[config.mk]
export PLATFORM = sky130hd
export DESIGN_NAME = ps2_rx_controller
export DESIGN_NICKNAME = d
export VERILOG_FILES = /design/src/rtl/ps2_rx_controller.sv
export SDC_FILE = /design/constraint.sdc
export NUM_CORES = 1
export LEC_CHECK = 0
export ABC_AREA = 0
export CORE_MARGIN = 4
export CORE_UTILIZATION = 30
export DETAILED_ROUTE_END_ITERATION = 10
export PLACE_DENSITY = 0.55
export SYNTH_ARGS = -nofsm -noshare
export SYNTH_HDL_FRONTEND = slang
export SYNTH_SLANG_ARGS = --single-unit
[constraint.sdc]
create_clock -name clk -period 2.7 [get_ports clk]
set_input_delay 0.54 -clock clk [delete_from_list [all_inputs] [get_ports clk]]
set_output_delay 0.54 -clock clk [all_outputs]
set_load 0.02 [all_outputs]
[src/rtl/ps2_rx_controller.sv]
// rtl/ps2_rx_controller.sv - PS/2 keyboard frame receiver with E0/F0 prefix folding
// Optional odd-parity checking is enabled by defining PS2_PARITY_CHECK_EN.
module ps2_rx_controller #(
    parameter int TIMEOUT_CYCLES = 100000,
    parameter int SYNC_STAGES    = 2
) (
    input  logic       clk,
    input  logic       rst,
    input  logic       ps2_clk,
    input  logic       ps2_data,
    output logic [7:0] key_code,
    output logic       key_extended,
    output logic       key_release,
    output logic       key_valid,
    output logic       frame_error
);
    localparam int CW = $clog2(TIMEOUT_CYCLES + 1);

    localparam logic [1:0] IDLE   = 2'd0;
    localparam logic [1:0] DATA   = 2'd1;
    localparam logic [1:0] PARITY = 2'd2;
    localparam logic [1:0] STOP   = 2'd3;

    logic [SYNC_STAGES-1:0] clk_sync;
    logic [SYNC_STAGES-1:0] data_sync;
    logic                   clk_prev;
    logic                   fall;
    logic                   data_bit;

    logic [1:0]    state;
    logic [2:0]    bit_cnt;
    logic [7:0]    shift_reg;
    logic [CW-1:0] tmo_cnt;
    logic          ext_flag;
    logic          rel_flag;
    logic          timeout_hit;
    logic          parity_ok;

    always_ff @(posedge clk) begin
        if (rst) begin
            clk_sync  <= '0;
            data_sync <= '0;
            clk_prev  <= 1'b0;
        end else begin
            clk_sync  <= {clk_sync[SYNC_STAGES-2:0], ps2_clk};
            data_sync <= {data_sync[SYNC_STAGES-2:0], ps2_data};
            clk_prev  <= clk_sync[SYNC_STAGES-1];
        end
    end

    assign fall     = clk_prev & ~clk_sync[SYNC_STAGES-1];
    assign data_bit = data_sync[SYNC_STAGES-1];

    // The counter would reach TIMEOUT_CYCLES-1 this edge; a coincident fall wins.
    assign timeout_hit = (state != IDLE) && !fall && (tmo_cnt == CW'(TIMEOUT_CYCLES - 2));

`ifdef PS2_PARITY_CHECK_EN
    logic par_bit;

    always_ff @(posedge clk) begin
        if (rst) begin
            par_bit <= 1'b0;
        end else if (fall && state == PARITY) begin
            par_bit <= data_bit;
        end
    end

    assign parity_ok = ^{shift_reg, par_bit};
`else
    assign parity_ok = 1'b1;
`endif

    always_ff @(posedge clk) begin
        if (rst) begin
            state        <= IDLE;
            bit_cnt      <= 3'd0;
            shift_reg    <= 8'h00;
            tmo_cnt      <= '0;
            ext_flag     <= 1'b0;
            rel_flag     <= 1'b0;
            key_code     <= 8'h00;
            key_extended <= 1'b0;
            key_release  <= 1'b0;
            key_valid    <= 1'b0;
            frame_error  <= 1'b0;
        end else begin
            key_valid   <= 1'b0;
            frame_error <= 1'b0;

            if (state == IDLE || fall) begin
                tmo_cnt <= '0;
            end else begin
                tmo_cnt <= tmo_cnt + 1'b1;
            end

            if (timeout_hit) begin
                state       <= IDLE;
                frame_error <= 1'b1;
                ext_flag    <= 1'b0;
                rel_flag    <= 1'b0;
                shift_reg   <= 8'h00;
                bit_cnt     <= 3'd0;
                tmo_cnt     <= '0;
            end else if (fall) begin
                case (state)
                    IDLE: begin
                        if (!data_bit) begin
                            state   <= DATA;
                            bit_cnt <= 3'd0;
                        end
                    end
                    DATA: begin
                        shift_reg <= {data_bit, shift_reg[7:1]};
                        bit_cnt   <= bit_cnt + 3'd1;
                        if (bit_cnt == 3'd7) begin
                            state <= PARITY;
                        end
                    end
                    PARITY: begin
                        state <= STOP;
                    end
                    default: begin
                        state <= IDLE;
                        if (data_bit && parity_ok) begin
                            if (shift_reg == 8'hE0) begin
                                ext_flag <= 1'b1;
                            end else if (shift_reg == 8'hF0) begin
                                rel_flag <= 1'b1;
                            end else begin
                                key_code     <= shift_reg;
                                key_extended <= ext_flag;
                                key_release  <= rel_flag;
                                key_valid    <= 1'b1;
                                ext_flag     <= 1'b0;
                                rel_flag     <= 1'b0;
                            end
                        end else begin
                            frame_error <= 1'b1;
                            ext_flag    <= 1'b0;
                            rel_flag    <= 1'b0;
                        end
                    end
                endcase
            end
        end
    end
endmodule
==> metrics.cfg, run 1 <==
[route]
avgViaCountPerCell=4.767
detail-route-antenna-nets=0
firstDrtPassIters=4
drc=0
drt_iter0_markers=64
routedWlPerCell_microns=12.31
num_vias=1473
finalWirelength_microns=3804

[finish]
fin_nets=243
fill_cells=677
largest_reg_flops=17
multi_input_area_sq_um=1016
area.growth.synth_to_final_pct=16.84
register_area_sq_um=980.9
drive_above_1_share_pct=5.172
antenna_cells=0
final_core_util_pct=36.89

[power]
leakage_uw=0.0008542
powerDensity_nw_per_um2=534.1
peakVddDrop_mv=0.2294

[die]
die_w_microns=90.68
rows=29
start_util_pct=31.57
die_y_microns=90.68
io_pins=16
die_area_sq_um=8223
coreArea_sq_um=6495

[timing]
timing.fmax_mhz=473.5
tns_ns=0
slew_viol_final=0
hold_violations=0
period_minus_slack_ns=2.112
max_slew_margin_pct=51.92
worstMarginPinSlew_ns=0.7196
fin_skew_ns=0.01189
rsz0062_at_grt=false
min_period_over_period_pct=78.22
setup_viol=0

[critical_path]
critPathKind=reg -> reg
r2r_slack_ns=0.59
crit_buf_inv=0
slowest_stage=or4_4
cp-start-kind=flop
cp.required_ns=2.87
path_cells=or4_1 > or4_4 > nand2_1 > nor2_1
arrival_ns=2.28
reg2reg_from=tmo_cnt[6]
timing.rr.end=tmo_cnt[3]
cp_top_family=simple AND/OR/NAND/NOR gates
max_stage_delay_ns=0.53
setup.worst_path.end_class=flop
crit_fanout=17
r2r_cells=4

[placed_design]
dpl.hpwl_microns=2722
place.gp.congestion=0.7801
port_buffers=15

[worst_hold_path]
hold_path_class=reg -> reg
hold_start=clk_sync[0]
worstHoldEndpoint=clk_sync[1]
hold_path_depth=1

[global_route]
grt_max_degree=18
track_usage_pct=10.02
grt_pass1_wl_microns=6810
gr-total-overflow=0
grt_pass1_vias=1447
antenna_found_initial=0

[logic_synthesis]
synthTopCellsByArea=dfxtp_1 (48%), mux2i_1 (8.8%), nor2_1 (7.1%), ha_1 (4.9%), xor2_1 (3.8%)
syn_inst=213
synth_warnings=0
synthMuxAreaShare_pct=8.786
synth_top_family_by_area=simple AND/OR/NAND/NOR gates
synth_nets=225
synth_seq_cells=49
synth-adder-area-share_pct=4.881
synth_compound_area_share_pct=6.101
syn-cell-area_sq_um=2051
synth-simple-area-share_pct=24.22
synth.distinct_cells=37
synth_top_area_share_pct=47.83
seq_area_frac_synth_pct=47.83
synth_largest_area_cell=dfxtp_1
avgSynthCellArea_sq_um=9.628
synthXorXnorAreaFrac_pct=5.552

[clock_tree]
h-tree-depth=2
cts_buffer_depth=2
ctsResizeCount=0
clock_latency_ns=0.30
cts_sinks=49
cts_tree=built
cts_hold_buf=0
clockRootBuffer=clkbuf_8
numCtsBuffers=5
clkTransAtPathRegs_ns=0.09
cts_setup_buffers=0

[status]
status=finished, final reports clean

[flow_run]
max-cap-violations=0

-- where the power goes --
part / switching, uW / internal (uW) / total (uW)
Clock: 244 / 278 / 522
Sequential: 2.97 / 726 / 729
Combinational: 16.9 / 11.8 / 28.7
Total: 264 / 1020 / 1280
-- layout make-up --
cell class | instances | area share (%)
multi-input cells | 152 | 42.40
repair buffers | 18 | 7.206
well taps | 77 | 4.021
flip-flops and latches | 49 | 40.94
clock buffers | 6 | 3.029
clock inverters | 2 | 1.619
inverters | 5 | 0.7833
-- placed cells by master (no fill, tap or decap), types with 3 or more instances in the layout --
cell type	netlist	routed
and4_1	3	3
clkbuf_8	0	5
xnor2_1	4	4
nand2_1	11	11
nor3_1	4	4
inv_1	5	5
ha_1	8	8
nor2b_1	6	6
nor2_1	39	39
mux2i_1	18	18
nand4_1	6	6
clkdlybuf4s50_1	0	15
xor2_1	9	9
dfxtp_1	49	49
or4_1	5	5
buf_4	0	3
nand3_1	10	10
a21oi_1	5	5
-- worst reg2reg max path: cells and delay by family (launching register included) --
family        cells  cell delay, ns
simple gates      4            1.62
flops             1            0.37
-- routing by layer --
| layer | track usage [%] | up-vias | share of wire (%) |
|---|---|---|---|
| met5 | 0 | - | 0 |
| met1 | 12.81 | 670 | 49 |
| met4 | 4.464 | 0 | 2.2 |
| li1 | - | 777 | - |
| met3 | 2.833 | 7 | 3.2 |
| met2 | 15.63 | 19 | 46 |
-- cell families (layout without fill, tap and decap cells) --
| kind of cell | Yosys count | count (layout) |
|---|---|---|
| and+or+nand+nor | 97 | 97 |
| DFF | 49 | 49 |
| muxes | 18 | 18 |
| AOI/OAI and AO/OA | 16 | 16 |
| xor gates and xnor gates | 13 | 13 |
| buffers and inverters | 12 | 31 |
| adders and majority gates | 8 | 8 |
-- synthesized netlist by cell type --
library cell / count
nand2b_1: 1
mux2i_1: 18
dfxtp_1: 49
a41oi_1: 1
nor3_1: 4
buf_1: 1
and3_1: 1
ha_1: 8
nand3b_1: 2
or4_1: 5
a21oi_1: 5
nand4bb_1: 1
nor2_1: 39
xnor2_1: 4
or4_4: 1
inv_1: 5
or3_1: 1
o31ai_1: 2
clkbuf_1: 4
buf_6: 1
o32a_1: 1
o211ai_1: 1
nand3_1: 10
nand4b_1: 2
a31oi_1: 2
nor2b_1: 6
nand4_1: 6
a32oi_1: 2
xor2_1: 9
nor4_1: 1
nor3b_1: 1
o21bai_1: 1
buf_2: 1
and2_1: 2
o31ai_4: 1
and4_1: 3
nand2_1: 11
-- worst max-delay path by stage --
stage	startpoint	to	slack, ns	cells past startpoint
after floorplan	tmo_cnt[6]	bit_cnt[1]	0.77	5
after global placement	tmo_cnt[6]	tmo_cnt[9]	0.62	4
after detailed placement	tmo_cnt[6]	tmo_cnt[3]	0.58	4
after CTS	tmo_cnt[6]	tmo_cnt[3]	0.57	4
after global routing	tmo_cnt[6]	tmo_cnt[3]	0.45	4
final	tmo_cnt[6]	tmo_cnt[3]	0.59	4
-- per-stage QoR --
step	std cells	area [sq um]	setup WS (ns)	power (uW)	hold slack (ns)
after floorplan	213	2051	0.7668	765.2	0.4138
after global placement	301	2285	0.6218	775.3	0.4238
after detailed placement	301	2285	0.5772	775.5	0.4258
after CTS	309	2396	0.5668	1299	0.4489
after global routing	309	2396	0.4453	1336	0.4715
final	309	2396	0.5880	1280	0.4448
Power figures use the tool's default switching activity.
==> run 2, diff against run 1 <==
PLACE_DENSITY = 0.56   (was 0.55)
clock period = 1.74 ns   (was 2.7 ns; I/O delays follow)
==> run 2 against run 1 <==
The flow now finishes with violations (negative setup slack). Sequential share of layout area is 3.2 points lower. Die area stayed put. Wire length up 5.4%. Combinational power grew 89%.
==> metrics.cfg, run 2 (synthesis results as in run 1) <==
[status]
status=finished with violations
violations=negative setup slack

[route]
drc=0
num_vias=1596
finalWirelength_microns=4010
drt_iter0_markers=31
avgViaCountPerCell=4.750
routedWlPerCell_microns=11.93
detail-route-antenna-nets=0
firstDrtPassIters=4

[critical_path]
critPathKind=reg -> reg
setup.worst_path.end_class=flop
r2r_cells=5
cp-start-kind=flop
path_cells=or4_1 > or4_4 > o31ai_4 > buf_4 > nor3_1
slowest_stage=or4_4
max_stage_delay_ns=0.52
timing.rr.end=rel_flag
arrival_ns=2.09
crit_fanout=6
reg2reg_from=tmo_cnt[12]
r2r_slack_ns=-0.16
cp.required_ns=1.93

[timing]
max_slew_margin_pct=72.24
rsz0062_at_grt=true
setup_slack_ns=-0.1617
timing.fmax_mhz=525.9
fin_skew_ns=0.007898
setup_viol=33
slew_viol_final=0
min_period_over_period_pct=109.3
period_minus_slack_ns=1.902
worstMarginPinSlew_ns=0.4155
hold_violations=0
whs_ns=0.4444

[finish]
final_common_cell=dfxtp_1
area.growth.synth_to_final_pct=26.97
final_cell_mix=dfxtp_1 (48), nor2_1 (39), buf_4 (29)
antenna_cells=0
largest_reg_flops=17
fin_nets=270
stdcell_count=336
drive_above_1_share_pct=15.44

[clock_tree]
h-tree-depth=2
cts_tree=built
clkTransAtPathRegs_ns=0.09
numCtsBuffers=5
cts_hold_buf=0
clock_latency_ns=0.30
cts_sinks=49
cts_buffer_depth=2
clockRootBuffer=clkbuf_8

[worst_hold_path]
hold_path_class=reg -> reg
worstHoldEndpoint=clk_sync[1]
hold_path_depth=1
hold_start=clk_sync[0]

[die]
coreArea_sq_um=6495
rows=29
io_pins=16
die_area_sq_um=8223
start_util_pct=31.57
die_y_microns=90.68
die_w_microns=90.68

[power]
peakVddDrop_mv=0.3484
powerDensity_nw_per_um2=762.5
leakage_uw=0.0009956

[global_route]
grt_pass1_vias=1574
gr-total-overflow=0
antenna_found_initial=0
grt_pass1_wl_microns=7113
track_usage_pct=10.60
grt_max_degree=17

[placed_design]
place.gp.congestion=0.7384
dp.cells=328
port_buffers=15
dpl.hpwl_microns=3085

[flow_run]
max-cap-violations=0

## run 2: changes by cell type in the layout (fill, tap and decap cells not counted)
cell | before | now
buf_6 | 0 | 1
buf_4 | 3 | 29
dfxtp_1 | 49 | 48
dfxtp_2 | 0 | 1
## run 2: where the power goes
group          leakage [uW]  switching, uW  internal (uW)
registers          0.000396           3.01           1130
clock network     0.0000554            370            432
logic              0.000544           29.4           24.7
total              0.000996            403           1580
## run 2: area by class of cell
type                            instances  area, sq um
Tap cell                               77        96.34
Timing Repair Buffer                   45        379.1
Inverter                                5        18.77
Fill cell                             651         3891
Clock buffer                            6        72.57
Multi-Input combinational cell        152         1016
Sequential cell                        49        982.2
Clock inverter                          2        38.79
## run 2: how the worst max path moves through the flow
stage	from	to	slack (ns)	cells after the start
2_1_floorplan	tmo_cnt[6]	bit_cnt[1]	-0.18	5
3_3_place_gp	tmo_cnt[12]	ext_flag	-0.14	5
3_5_place_dp	tmo_cnt[12]	rel_flag	-0.16	5
4_1_cts	tmo_cnt[12]	rel_flag	-0.18	5
5_1_grt	tmo_cnt[12]	shift_reg[1]	-0.24	5
6_report	tmo_cnt[12]	rel_flag	-0.16	5
## run 2: per-layer routing
| layer | global-route usage [%] | routed length, microns |
|---|---|---|
| met2 | 17.85 | 1853 |
| met3 | 2.583 | 116 |
| met5 | 0 | 0 |
| met4 | 4.209 | 55 |
| met1 | 12.91 | 1984 |
## run 2: stage by stage
step           util [%]  TNS (ns)  worst slack (ns)  area, sq um  power [uW]
5_1_grt           40.09    -5.306           -0.2362         2604        2073
3_5_place_dp      38.32    -2.437           -0.1607         2489        1210
3_3_place_gp      38.32    -2.242           -0.1450         2489        1210
6_report          40.09    -2.557           -0.1617         2604        1985
2_1_floorplan         -    -3.437           -0.1813         2052        1187
4_1_cts           40.09    -3.075           -0.1765         2604        2030
## run 2: critical path, delay by kind of cell, from the launching register on
family / cells / cell delay (ns)
buffers and inverters: 1 / 0.18
and+or+nand+nor: 3 / 1.08
AOI/OAI and AO/OA: 1 / 0.22
DFF: 1 / 0.32
## run 2: what timing repair did
| item | 4_1_cts | 5_1_grt |
|---|---|---|
| buffers inserted | 0 | 0 |
| resized for setup | 1 | 0 |
| hold endpoints to repair | 0 | 0 |
| pin swaps | 0 | 0 |
| endpoints found under the setup margin | 33 | 33 |
==> run 3, diff against run 2 <==
CORE_UTILIZATION = 40   (was 30)
PLACE_DENSITY = 0.68   (was 0.56)
==> run 3 against run 2 <==
The run still ends with negative setup slack left. Maximum frequency rose by 1.2%. Setup slack improved by 0.022 ns. Register-to-register slack improved by 0.02 ns. Critical path type unchanged. Critical endpoint is now ext_flag.
==> metrics.cfg, run 3 (synthesis results as in run 1) <==
[timing]
max_slew_margin_pct=72.11
min_period_over_period_pct=108.0
hold_violations=0
fin_skew_ns=0.009868
timing.fmax_mhz=531.9
slew_viol_final=0
setup_slack_ns=-0.1400
tns_ns=-2.320
period_minus_slack_ns=1.880
worstMarginPinSlew_ns=0.4174
rsz0062_at_grt=true
setup_viol=33

[placed_design]
place_area_sq_um=2479
place.gp.congestion=0.8326
dp.cells=315
dpl.hpwl_microns=2887
port_buffers=15

[global_route]
grt_pass1_wl_microns=6851
grt_pass1_vias=1553
track_usage_pct=13.65
antenna_found_initial=0
grt_max_degree=18
gr-total-overflow=0

[die]
die_y_microns=79.60
die_w_microns=79.60
die_area_sq_um=6336
io_pins=16
coreArea_sq_um=4848
start_util_pct=42.30
rows=25

[finish]
antenna_cells=0
area.growth.synth_to_final_pct=25.14
final_cell_mix=dfxtp_1 (48), nor2_1 (39), buf_4 (25)
design_area_sq_um=2566
fin_nets=267
fill_cells=453
largest_reg_flops=17
final_core_util_pct=52.93
stdcell_count=323
final_common_cell=dfxtp_1
drive_above_1_share_pct=14.45

[power]
share_clk_of_total_power_pct=34.9
p_int_uw=1437
swShare_pct=21.23
powerDensity_nw_per_um2=711.1
power_frac_comb_pct=3.2
seqPwrFrac_pct=61.9
peakVddDrop_mv=0.5528
switching_power_uw=387.3
leakage_uw=0.0009745

[status]
status=finished with violations
violations=negative setup slack

[critical_path]
critPathCapture=ext_flag
timing.rr.end=ext_flag
max_stage_delay_ns=0.52
critPathKind=reg -> reg
reg2reg_from=tmo_cnt[12]
r2r_slack_ns=-0.14
slowest_stage=or4_4
cp.required_ns=1.93
r2r_cells=5
arrival_ns=2.07
cp-start-kind=flop
cp_top_family=simple AND/OR/NAND/NOR gates
crit_buf_inv=1
cp-startpoint=tmo_cnt[12]
crit_fanout=15
setup.worst_path.end_class=flop
worst-path-stages=5
path_cells=or4_1 > or4_4 > o31ai_4 > buf_12 > nor3_1

[route]
drt_iter0_markers=98
detail-route-antenna-nets=0
routedWlPerCell_microns=11.90
drc=0
dr_wl_met2_microns=1887
wl_met1_microns=1796
maxUsedRoutingLayer=met4
num_vias=1583
firstDrtPassIters=4
avgViaCountPerCell=4.901
met3_length_microns=116
finalWirelength_microns=3844

[flow_run]
max-cap-violations=0

[clock_tree]
cts_tree=built
clockRootBuffer=clkbuf_8
numCtsBuffers=5
cts_sinks=49
clock_latency_ns=0.30
cts_setup_buffers=0
cts_buffer_depth=2
h-tree-depth=2
ctsResizeCount=0
clkTransAtPathRegs_ns=0.09
cts_hold_buf=0

[worst_hold_path]
hold_path_class=reg -> reg

==> run 3: final cells by class <==
type | instances | area, sq um | area share, %
clock buffer | 6 | 72.57 | 2.828
clock inverter | 2 | 15.01 | 0.5851
inverter | 5 | 18.77 | 0.7314
multi-input combinational | 152 | 1016 | 39.59
sequential | 49 | 982.2 | 38.27
tap | 67 | 83.83 | 3.267
timing repair buffer | 42 | 377.9 | 14.72
==> run 3: worst reg2reg max path: cells and delay by family, from the launching register on <==
kind,cells,cell delay (ns)
simple gates,3,1.07
flops,1,0.31
compound gates,1,0.22
buf+inv,1,0.18
==> run 3: worst min-delay path by stage <==
stage / from / cells after the start / end
3_5_place_dp: data_sync[0] / 1 / data_sync[1]
6_report: data_sync[0] / 1 / data_sync[1]
4_1_cts: data_sync[0] / 1 / data_sync[1]
5_1_grt: data_sync[0] / 1 / data_sync[1]
3_3_place_gp: clk_sync[0] / 1 / clk_sync[1]
2_1_floorplan: clk_sync[0] / 1 / clk_sync[1]
==> run 3: power by group through the flow <==
stage / sequential [uW] / clock, uW / combinational, uW
floorplan: 1160 / 0 / 31.3
global placement: 1160 / 0 / 58.0
detailed placement: 1160 / 0 / 58.5
CTS: 1130 / 668 / 58.6
global route: 1130 / 723 / 63.3
finish: 1130 / 637 / 57.9
==> run 3: metrics by stage <==
stage	hold WS (ns)	power (uW)	setup slack [ns]
after floorplan	0.4138	1187	-0.1813
after global placement	0.4194	1214	-0.1392
after detailed placement	0.4204	1215	-0.1488
after CTS	0.4395	1857	-0.1448
after global routing	0.4619	1917	-0.2107
final	0.4394	1825	-0.1400
==> run 3: layer usage <==
metal,vias to the layer above,GRT usage [%]
li1,833,-
met1,730,16.15
met2,15,23.21
met3,5,4.176
met4,0,4.811
met5,-,0
==> RTL change 1, RTL diff (flow settings as in run 3) <==
The parameter `TIMEOUT_CYCLES` goes from 100000 to 50000.
--- a/src/rtl/ps2_rx_controller.sv
+++ b/src/rtl/ps2_rx_controller.sv
@@ -2,5 +2,5 @@
 // Optional odd-parity checking is enabled by defining PS2_PARITY_CHECK_EN.
 module ps2_rx_controller #(
-    parameter int TIMEOUT_CYCLES = 100000,
+    parameter int TIMEOUT_CYCLES = 50000,
     parameter int SYNC_STAGES    = 2
 ) (
Check against the original RTL: no difference found for any inputs over 10 cycles, from zero or initial values and one cycle with rst high; that may be too few to reach the edited logic, so the function may still have changed.
==> RTL change 1 against run 3 <==
  * Wire length shrank 4.9%
  * Cell area shrank 2.4%
  * Critical path type unchanged
  * Largest cell class unchanged
  * Cell count is 3.1% lower
  * Worst hold slack better by 8.8 ps
  * Power grew 0.76%
  * Setup slack gained 200 ps
  * Clock skew fell by 2.4 ps
  * Area after synthesis fell by 2.1%
  * Sequential cell count decreased by 1
==> RTL change 1: results (changes against run 3) <==
- Net Sw Frac: 20.9% (-0.30 points)
- Distinct cell type count after synthesis: 36 (-2.7%)
- Multi-input combinational gate total: 146 (-3.9%)
- Starting Density: 41.9% (-0.36 points)
- Largest net degree at the start of global routing: 17 (-1)
- Hold endpoint: clk_sync[1]
- DP HPWL: 2600 um (-9.8%)
- Worst hold slack: 448 ps (+8.76 ps)
- Cells after DPL: 303 (-3.8%)
- Slew HR: 64.5% (-7.6 points)
- Cell count after synthesis: 210 (-1.4%)
- Worst Hold Launch: clk_sync[0]
- Data buffer area share: 14.3% (-0.44 points)
- Final instance area: 2500 um2 (-2.4%)
- Multiplexer area fraction after synthesis: 8.48% (-0.31 points)
- GRT Util Overall: 12.9% (-0.72 points)
- Critical Path Start: tmo_cnt[11]
- Status: completed
- Final clock-cell share: 3.75% (+0.33 points)
- Clock Skews: 7.49 ps (-2.38 ps)
- Layout clock buffer count: 7 (+1)
- Seq/Total Area, Yosys: 47.9% (about the same)
- Compound-Gate Fraction of Synth Area: 4.99% (-1.1 points)
- Maximum VDD drop: 466 uV (-16%)
- Initial DRC Count: 70 (-29%)
- Fraction of area in multi-input gates: 39.0% (-0.58 points)
- Worst EP arrival: 1850 ps (-220 ps)
- Filler instances: 425 (-6.2%)
- Largest stage delay, worst path: 540 ps (+20 ps)
- GPL Wtd Cong: 0.731 (-12%)
- Final #Nets: 257 (-3.7%)
- Max FFs per register: 16 (-1)
- Clock Sinks: 48 (-2.0%)
- Routed WL: 3660 um (-4.9%)
- Drt via density: 4.88 (-0.39%)
- Finish-stage setup viols: 0 (-100%)
- Seq/total area: 38.6% (+0.29 points)
- P per Cell Area: 734 nW/um2 (+3.2%)
- Setup WS pre-CTS: -111 ps (+38.0 ps)
- Placed Area: 2350 um2 (-5.4%)
- Syn nets: 222 (-1.3%)
- Vias: 1528 (-3.5%)
- RR Endpoint: state[0]
- Layout cells sized above 1: 16.3% (+1.8 points)
## RTL change 1: cell count changes in the layout (fill, tap and decap cells not counted), moves of 3 or more
cell	before	now
xnor2_1	4	11
buf_4	25	19
xor2_1	9	3
or4_1	5	0
nand2_1	11	7
nor4_1	1	5
and4_1	3	0
nand4_1	6	3
nor2_1	39	42
## RTL change 1: metal layers
layer | global-route usage (%) | vias up | routed length [um]
li1 | - | 787 | -
met1 | 15.6 | 716 | 1700
met2 | 22.4 | 19 | 1800
met3 | 3.06 | 6 | 104
met4 | 4.64 | 0 | 51
met5 | 0 | - | 0
## RTL change 1: timing repair
item	CTS	global route
endpoints found under the hold margin	0	0
buffers inserted	1	0
pin swaps	2	1
gates resized for setup	3	1
setup endpoints to repair	31	31
cloned	0	1
## RTL change 1: critical path: cells and delay by family (launching register included)
family	cells	cell delay, ps
AOI/OAI and AO/OA	2	240
buffers and inverters	1	140
DFF	1	320
and+or+nand+nor	2	860
==> RTL change 2, RTL diff (settings of run 3) <==
Made on the original files. Register the output `frame_error` once more, cleared by the reset; this adds one clock of latency there. The other outputs are not delayed to match.
--- a/src/rtl/ps2_rx_controller.sv
+++ b/src/rtl/ps2_rx_controller.sv
@@ -21,4 +21,6 @@
     localparam logic [1:0] PARITY = 2'd2;
     localparam logic [1:0] STOP   = 2'd3;
+
+    logic frame_error_s0;
 
     logic [SYNC_STAGES-1:0] clk_sync;
@@ -83,8 +85,8 @@
             key_release  <= 1'b0;
             key_valid    <= 1'b0;
-            frame_error  <= 1'b0;
+            frame_error_s0 <= 1'b0;
         end else begin
             key_valid   <= 1'b0;
-            frame_error <= 1'b0;
+            frame_error_s0 <= 1'b0;
 
             if (state == IDLE || fall) begin
@@ -96,5 +98,5 @@
             if (timeout_hit) begin
                 state       <= IDLE;
-                frame_error <= 1'b1;
+                frame_error_s0 <= 1'b1;
                 ext_flag    <= 1'b0;
                 rel_flag    <= 1'b0;
@@ -136,5 +138,5 @@
                             end
                         end else begin
-                            frame_error <= 1'b1;
+                            frame_error_s0 <= 1'b1;
                             ext_flag    <= 1'b0;
                             rel_flag    <= 1'b0;
@@ -145,3 +147,11 @@
         end
     end
+    always_ff @(posedge clk) begin
+        if (rst) begin
+            frame_error <= '0;
+        end else begin
+            frame_error <= frame_error_s0;
+        end
+    end
+
 endmodule
Check against the original RTL: same outputs for any inputs over 10 cycles, from zero or initial values and one cycle with rst high; that may be too few to reach the edited logic, so the function may still have changed.
==> RTL change 2 against run 3 <==
  * The flow still finishes with violations (setup timing)
  * Clock skew up 4.0 ps
  * Cell area up 0.88%
  * Non-clock buffer count down 2
  * Critical path depth unchanged
  * Wire length about the same
  * Power up 5.2%
  * Setup slack worse by 13 ps
  * First-iteration DRC count down 19%
  * Sequential cell count up 1
  * Area after synthesis up 1.3%
  * Critical path type unchanged
==> RTL change 2: results (changes against run 3) <==
- Initial DRC Count: 79 (-19%)
- Drt via density: 4.91 (+0.19%)
- Worst-margin pin slew: 412 ps (-4.99 ps)
- Setup ws final: -153 ps (-13.2 ps)
- Clock Skews: 13.8 ps (+3.96 ps)
- Filler instances: 480 (+6.0%)
- Vias in the first global route: 1565 (+0.77%)
- Syn nets: 227 (+0.89%)
- Compound-Gate Fraction of Synth Area: 6.02% (-0.077 points)
- Status: complete, but fails checks
- Layout cells sized above 1: 14.1% (-0.39 points)
- DP HPWL: 2810 um (-2.7%)
- Placed Area: 2490 um2 (+0.45%)
- Failing checks: setup timing
- Leak Pwr: 0.984 nW (+1.0%)
- WL per Instance: 11.9 um (about the same)
- GPL Wtd Cong: 0.842 (+1.1%)
- Finish-stage setup viols: 33 (unchanged)
- XOR/XNOR share of the synthesized area: 5.48% (-0.070 points)
- Worst EP arrival: 2100 ps (+30 ps)
- Setup WS pre-CTS: -176 ps (-26.8 ps)
- Multiplexer area fraction after synthesis: 8.67% (-0.11 points)
- Adder-Cell Fraction of Synth Area: 4.82% (-0.062 points)
- Area contributors post-synth: dfxtp_1 (48%), mux2i_1 (8.7%), nor2_1 (7.0%)
- Maximum VDD drop: 496 uV (-10%)
-- RTL change 2: cell types whose count changed after synthesis, sizes merged --
cell | before | now
dfxtp | 49 | 50
nor2b | 6 | 7
-- RTL change 2: routing by layer --
metal,part of all wire (%),up-vias,GRT usage [%]
met3,3.3,9,3.36
met5,0,-,0
li1,-,828,-
met1,46,725,15.7
met2,49,24,22.9
met4,2.0,0,6.76
-- RTL change 2: stage by stage --
stage	cells	util (%)
floorplan	215	-
global placement	315	51.0
detailed placement	315	51.0
CTS	323	53.1
global route	323	53.1
finish	323	53.1
-- RTL change 2: timing repair --
action | in CTS | in global routing
pin swaps | 0 | 2
cloned | 0 | 0
setup endpoints to repair | 33 | 33
-- RTL change 2: critical path, cell delays in order, from the launching register on --
cell and delay [ps]:
dfxtp_1 310, or4_1 510, or4_4 520, o31ai_4 230, buf_12 170, nor3_1 50
-- RTL change 2: area by class of cell --
type | count | area [um2] | area share, %
inverter | 5 | 18.8 | 0.725
clock buffer | 6 | 82.6 | 3.19
tap | 67 | 83.8 | 3.24
sequential | 50 | 1000 | 38.7
multi-input combinational | 153 | 1020 | 39.5
timing repair buffer | 40 | 363 | 14.0
clock inverter | 2 | 16.3 | 0.628
-- RTL change 2: power by group through the flow --
stage                     registers (mW)  logic [mW]  clock network [mW]
after floorplan                     1.18      0.0313                   0
after global placement              1.18      0.0562                   0
after detailed placement            1.18      0.0563                   0
after CTS                           1.15      0.0567               0.740
after global routing                1.15      0.0614               0.780
final                               1.15      0.0558               0.712
-- RTL change 2: worst paths after layout --
path	from	end	cells past startpoint
max	tmo_cnt[12]	ext_flag	5
min	clk_sync[0]	clk_sync[1]	1
max reg2reg	tmo_cnt[12]	ext_flag	5
min reg2reg	clk_sync[0]	clk_sync[1]	1
